[config.mk]
export PLATFORM = sky130hd
export DESIGN_NAME = lc3_mem_unit
export DESIGN_NICKNAME = d
export VERILOG_FILES = /design/src/rtl/lc3_pkg.sv /design/src/rtl/lc3_mem_array.sv /design/src/rtl/lc3_mem_unit.sv
export SDC_FILE = /design/constraint.sdc
export NUM_CORES = 2
export LEC_CHECK = 0
export CELL_PAD_IN_SITES_DETAIL_PLACEMENT = 0
export CELL_PAD_IN_SITES_GLOBAL_PLACEMENT = 1
export CORE_MARGIN = 2
export CORE_UTILIZATION = 60
export CTS_CLUSTER_SIZE = 25
export DETAILED_ROUTE_END_ITERATION = 6
export PLACE_DENSITY = 0.92
export RECOVER_POWER = 100
export SETUP_SLACK_MARGIN = 0.1
export SYNTH_ARGS = -nofsm -noshare
export SYNTH_HDL_FRONTEND = slang
export SYNTH_HIERARCHICAL = 1
export SYNTH_SLANG_ARGS = --single-unit
[constraint.sdc]
create_clock -name clk -period 7 [get_ports clk]
set_input_delay 1.4 -clock clk [delete_from_list [all_inputs] [get_ports clk]]
set_output_delay 1.4 -clock clk [all_outputs]
set_load 0.1 [all_outputs]
[src/rtl/lc3_pkg.sv]
`default_nettype none
// ============================================================================
// Module  : lc3_pkg
// Brief   : Shared encodings for the LC-3 MAR/MDR memory unit.
// Revision: 1.0 - initial release
// ============================================================================
package lc3_pkg;

  typedef logic [15:0] word_t;

  // selMDR source encodings (2'b10 is reserved and loads nothing)
  localparam logic [1:0] MDR_SEL_BUS = 2'b00;
  localparam logic [1:0] MDR_SEL_MEM = 2'b01;
  localparam logic [1:0] MDR_SEL_RSV = 2'b10;
  localparam logic [1:0] MDR_SEL_SPC = 2'b11;

  // Access FSM states
  localparam logic [1:0] MEM_IDLE = 2'd0;
  localparam logic [1:0] MEM_RD   = 2'd1;
  localparam logic [1:0] MEM_WR   = 2'd2;

  function automatic logic is_mem_read(input logic ld, input logic [1:0] sel);
    return ld && (sel == MDR_SEL_MEM);
  endfunction

endpackage
`default_nettype wire

[src/rtl/lc3_mem_array.sv]
`default_nettype none
// ============================================================================
// Module  : lc3_mem_array
// Brief   : 16-bit x 2**ADDR_W RAM, one write port, combinational read, no reset.
// Revision: 1.0 - initial release
// ============================================================================
module lc3_mem_array #(
  parameter int ADDR_W = 8
) (
  input  logic              clk,
  input  logic              we,
  input  logic [ADDR_W-1:0] addr,
  input  logic [15:0]       wdata,
  output logic [15:0]       rdata
);

  localparam int C_DEPTH = 2 ** ADDR_W;

  logic [15:0] r_mem [C_DEPTH];

  always_ff @(posedge clk) begin
    if (we) begin
      r_mem[addr] <= wdata;
    end
  end

  assign rdata = r_mem[addr];

endmodule
`default_nettype wire

[src/rtl/lc3_mem_unit.sv]
`default_nettype none
// ============================================================================
// Module  : lc3_mem_unit
// Brief   : MAR/MDR pair with a fixed-latency multi-cycle memory access FSM.
// Revision: 1.0 - initial release
// ============================================================================
module lc3_mem_unit
  import lc3_pkg::*;
#(
  parameter int ADDR_W      = 8,
  parameter int MEM_LATENCY = 2
) (
  input  logic        clk,
  input  logic        reset,
  input  logic [15:0] bus_in,
  input  logic        ldMAR,
  input  logic        ldMARSpcIn,
  input  logic [15:0] MARSpcIn,
  input  logic        ldMDR,
  input  logic [1:0]  selMDR,
  input  logic [15:0] MDRSpcIn,
  input  logic        memWE,
  input  logic        enaMDR,
  output logic [15:0] mdr_out,
  output logic        mdr_drive,
  output logic [15:0] mar_out,
  output logic        busy,
  output logic        mem_ready
);

  localparam logic [3:0] C_CNT_INIT = 4'(MEM_LATENCY - 1);

  logic [1:0]        r_state;
  logic [3:0]        r_cnt;
  word_t             r_mar;
  word_t             r_mdr;
  logic [ADDR_W-1:0] r_addr;
  logic              r_mem_ready;

  logic  w_idle;
  logic  w_start_wr;
  logic  w_start_rd;
  logic  w_done;
  logic  w_mem_we;
  word_t w_rdata;

  assign w_idle     = (r_state == MEM_IDLE);
  assign w_start_wr = w_idle && memWE;
  assign w_start_rd = w_idle && !memWE && is_mem_read(ldMDR, selMDR);
  assign w_done     = !w_idle && (r_cnt == 4'd0);
  // Reset on the completion edge must still suppress the write.
  assign w_mem_we   = (r_state == MEM_WR) && w_done && !reset;

  lc3_mem_array #(
    .ADDR_W (ADDR_W)
  ) u_mem (
    .clk   (clk),
    .we    (w_mem_we),
    .addr  (r_addr),
    .wdata (r_mdr),
    .rdata (w_rdata)
  );

  always_ff @(posedge clk) begin
    if (reset) begin
      r_state     <= MEM_IDLE;
      r_cnt       <= 4'd0;
      r_mar       <= 16'h0000;
      r_mdr       <= 16'h0000;
      r_addr      <= '0;
      r_mem_ready <= 1'b0;
    end else begin
      r_mem_ready <= w_done;
      if (w_idle) begin
        if (ldMAR) begin
          r_mar <= ldMARSpcIn ? MARSpcIn : bus_in;
        end
        // A write start freezes MDR; it is the data being stored.
        if (!memWE && ldMDR) begin
          case (selMDR)
            MDR_SEL_BUS: r_mdr <= bus_in;
            MDR_SEL_SPC: r_mdr <= MDRSpcIn;
            default:     r_mdr <= r_mdr;
          endcase
        end
        // Address is latched here so a same-edge MAR load does not retarget the access.
        if (w_start_wr || w_start_rd) begin
          r_addr  <= r_mar[ADDR_W-1:0];
          r_cnt   <= C_CNT_INIT;
          r_state <= w_start_wr ? MEM_WR : MEM_RD;
        end
      end else if (w_done) begin
        if (r_state == MEM_RD) begin
          r_mdr <= w_rdata;
        end
        r_state <= MEM_IDLE;
      end else begin
        r_cnt <= r_cnt - 4'd1;
      end
    end
  end

  assign mdr_out   = r_mdr;
  assign mdr_drive = enaMDR;
  assign mar_out   = r_mar;
  assign busy      = !w_idle;
  assign mem_ready = r_mem_ready;

endmodule
`default_nettype wire
==> impl_metrics.ini <==
[logic_synthesis]
ys_ff_latch = 4143
yosysTopAreaCellShare = 0.782
yosysSeqAreaShare = 0.788
ys.flop_type = edfxtp_1
synth_commonest_cells = edfxtp_1, mux4_2, a22oi_1
synth_nets = 7006
synth.most_common_cell = edfxtp_1
yosysTopAreaCell = edfxtp_1
synth_area_um2 = 157000
synth_area_leaders = edfxtp_1, mux4_2, a22oi_1
yosys_warnings = 6
syn_area_per_cell_um2 = 22.6
synth_cell_types = 39
syn_inst = 6948
synthArstFlopShare = 0
synth_edf_count = 4096

[drt]
first_iter_violations = 16300
num_vias = 85500
antenna_left = 0
avgViaCountPerCell = 7.62
route.final.wire_length_um = 459000
wire_per_inst_um = 40.9
drt-pass1-iter-count = 7
drc_errors = 0

[grt]
gr-total-overflow = 0
grt_pass1_wl_um = 646000
grt_pass1_vias = 84300
grtUsageTotal = 0.347
grt_start_max_net_pins = 195
antenna_found_initial = 33

[worst_setup_path]
arrival_ps = 6860
crit_required_ps = 7580
reg2reg_from = mdr_out[13]
rrSetupSlack_ps = 720
startpoint = mdr_out[13]
worst_setup_path_end_kind = register
r2r_cells = 3
r2r_end = u_mem/r_mem[25][13]
critical_path_class = reg2reg
critPathLaunchType = register
cp_max_fo = 93

[run_status]
status = finished, violations left
violations = max-capacitance violations, max-slew violations

[sta]
hold_violations = 0
holdWs_ps = 508
tightest_slew_ps = 5000
tns_ps = 0
setup_violations = 0
fin_crit_sh = 0.897
slew-limit-headroom = -2.33
fin_crit_ps = 6280
fin_skew_ps = 91.8
max_freq_mhz = 159
grt_setup_unrepaired = no
drv_slew = 3570

[cts]
clockRootBuffer = clkbuf_16
ctsHoldBuffers = 0
ctsResizeCount = 0
clockBufferDepth = 4
cts_tree = yes
clkTransAtPathRegs_ps = 60
cts_made_buffers = 396
htreeDepth = 5
clk_latency_ps = 1020
numClockSinks = 4143
post-cts-setup-buffers = 0

[floorplanning]
io_pins = 92
die_h_um = 516
rows = 187
fp.coreArea_um2 = 260000
initial_core_util = 0.605
die_area_um2 = 266000
fp.dieW_um = 516

[placed_design]
portBuffers = 89
gp_congestion = 0.900
dpl.hpwl_um = 232000
dp.cells = 10500

[min_path]
min_path_cells = 2
min_path_type = reg2reg
min_from = mar_out[13]
whs_endpoint = mar_out[13]

[power_and_ir_drop]
power_density_nw_per_um2 = 290
leakage_nw = 51.7
ir_worst_vdd_v = 0.000312

[run]
cap_violations = 72

[final_layout]
n_fill_cell = 14700
nNetsFinal = 7474
drive_above_1_share = 0.220
instances_no_fill = 11200
area_growth_pct = 11.2
-- critical path: stages (launching register included) --
cell,delay [ps]
dfxtp_1,730
clkbuf_1,2640
buf_4,1150
clkbuf_4,1110
-- power breakdown --
| group | switching (mW) | leakage, nW | internal [mW] |
|---|---|---|---|
| Sequential | 0.104 | 36.8 | 27.3 |
| Combinational | 1.83 | 8.96 | 0.821 |
| Clock | 9.24 | 5.93 | 11.4 |
| Total | 11.2 | 51.7 | 39.5 |
-- how the worst max path moves through the flow --
stage / to / slack [ps] / depth (start not counted)
6_report: u_mem/r_mem[25][13] / 720 / 3
4_1_cts: mdr_out[3] / 1500 / 11
5_1_grt: mdr_out[3] / 630 / 11
2_1_floorplan: mdr_out[14] / 1560 / 0
3_5_place_dp: mdr_out[3] / 1850 / 12
3_3_place_gp: mdr_out[12] / 1810 / 10
-- kinds of logic after synthesis --
family / share of synthesized area
AO/OA/AOI/OAI: 0.0388
XOR/XNOR: 0.0000557
adder cells (fa/ha/maj): 0.0000795
buffers and inverters: 0.0131
flip-flops: 0.788
multiplexers: 0.149
AND/OR/NAND/NOR: 0.0109
-- state kept, by name, indices dropped and copies added, names as in the netlist --
| name | flops |
|---|---|
| r_state | 2 |
| r_cnt | 4 |
| mem_ready | 1 |
| mdr_out | 16 |
| u_mem/r_mem | 4096 |
| r_addr | 8 |
| mar_out | 16 |
-- cells in the final DEF, fill, tap and decap left out, drive strengths merged, types with 45 or more instances in the layout --
| cell | count |
|---|---|
| dfxtp | 47 |
| clkdlybuf4s50 | 54 |
| a22oi | 513 |
| o41ai | 64 |
| clkinv | 174 |
| nand2 | 45 |
| mux4 | 1024 |
| a21oi | 260 |
| clkbuf | 815 |
| nor2 | 264 |
| buf | 101 |
| edfxtp | 4096 |
-- through the flow --
step	instance area (um^2)	utilization	total power, mW	setup WS, ps
after floorplan	157000	-	29.5	1560
final	175000	0.672	50.7	723
after global placement	164000	0.632	30.3	1810
after global routing	175000	0.672	51.5	634
after CTS	176000	0.678	50.6	1500
after detailed placement	164000	0.632	30.4	1850
-- final cells by class --
cell class | instances | area (um^2) | share of cell area
diodes | 13 | 32.5 | 0.000186
clock buffers | 491 | 10400 | 0.0596
clock inverters | 208 | 1600 | 0.00915
inverters | 6 | 22.5 | 0.000129
multi-input cells | 2359 | 31400 | 0.179
flip-flops and latches | 4143 | 124000 | 0.709
well taps | 3496 | 4370 | 0.0250
repair buffers | 510 | 3140 | 0.0180
-- per-layer routing --
layer	GRT usage	wire length (um)
met1	0.432	138000
met2	0.540	216000
met3	0.102	65800
met4	0.220	38900
met5	0.00523	466
Note: power is estimated with default switching activity, not from simulation.
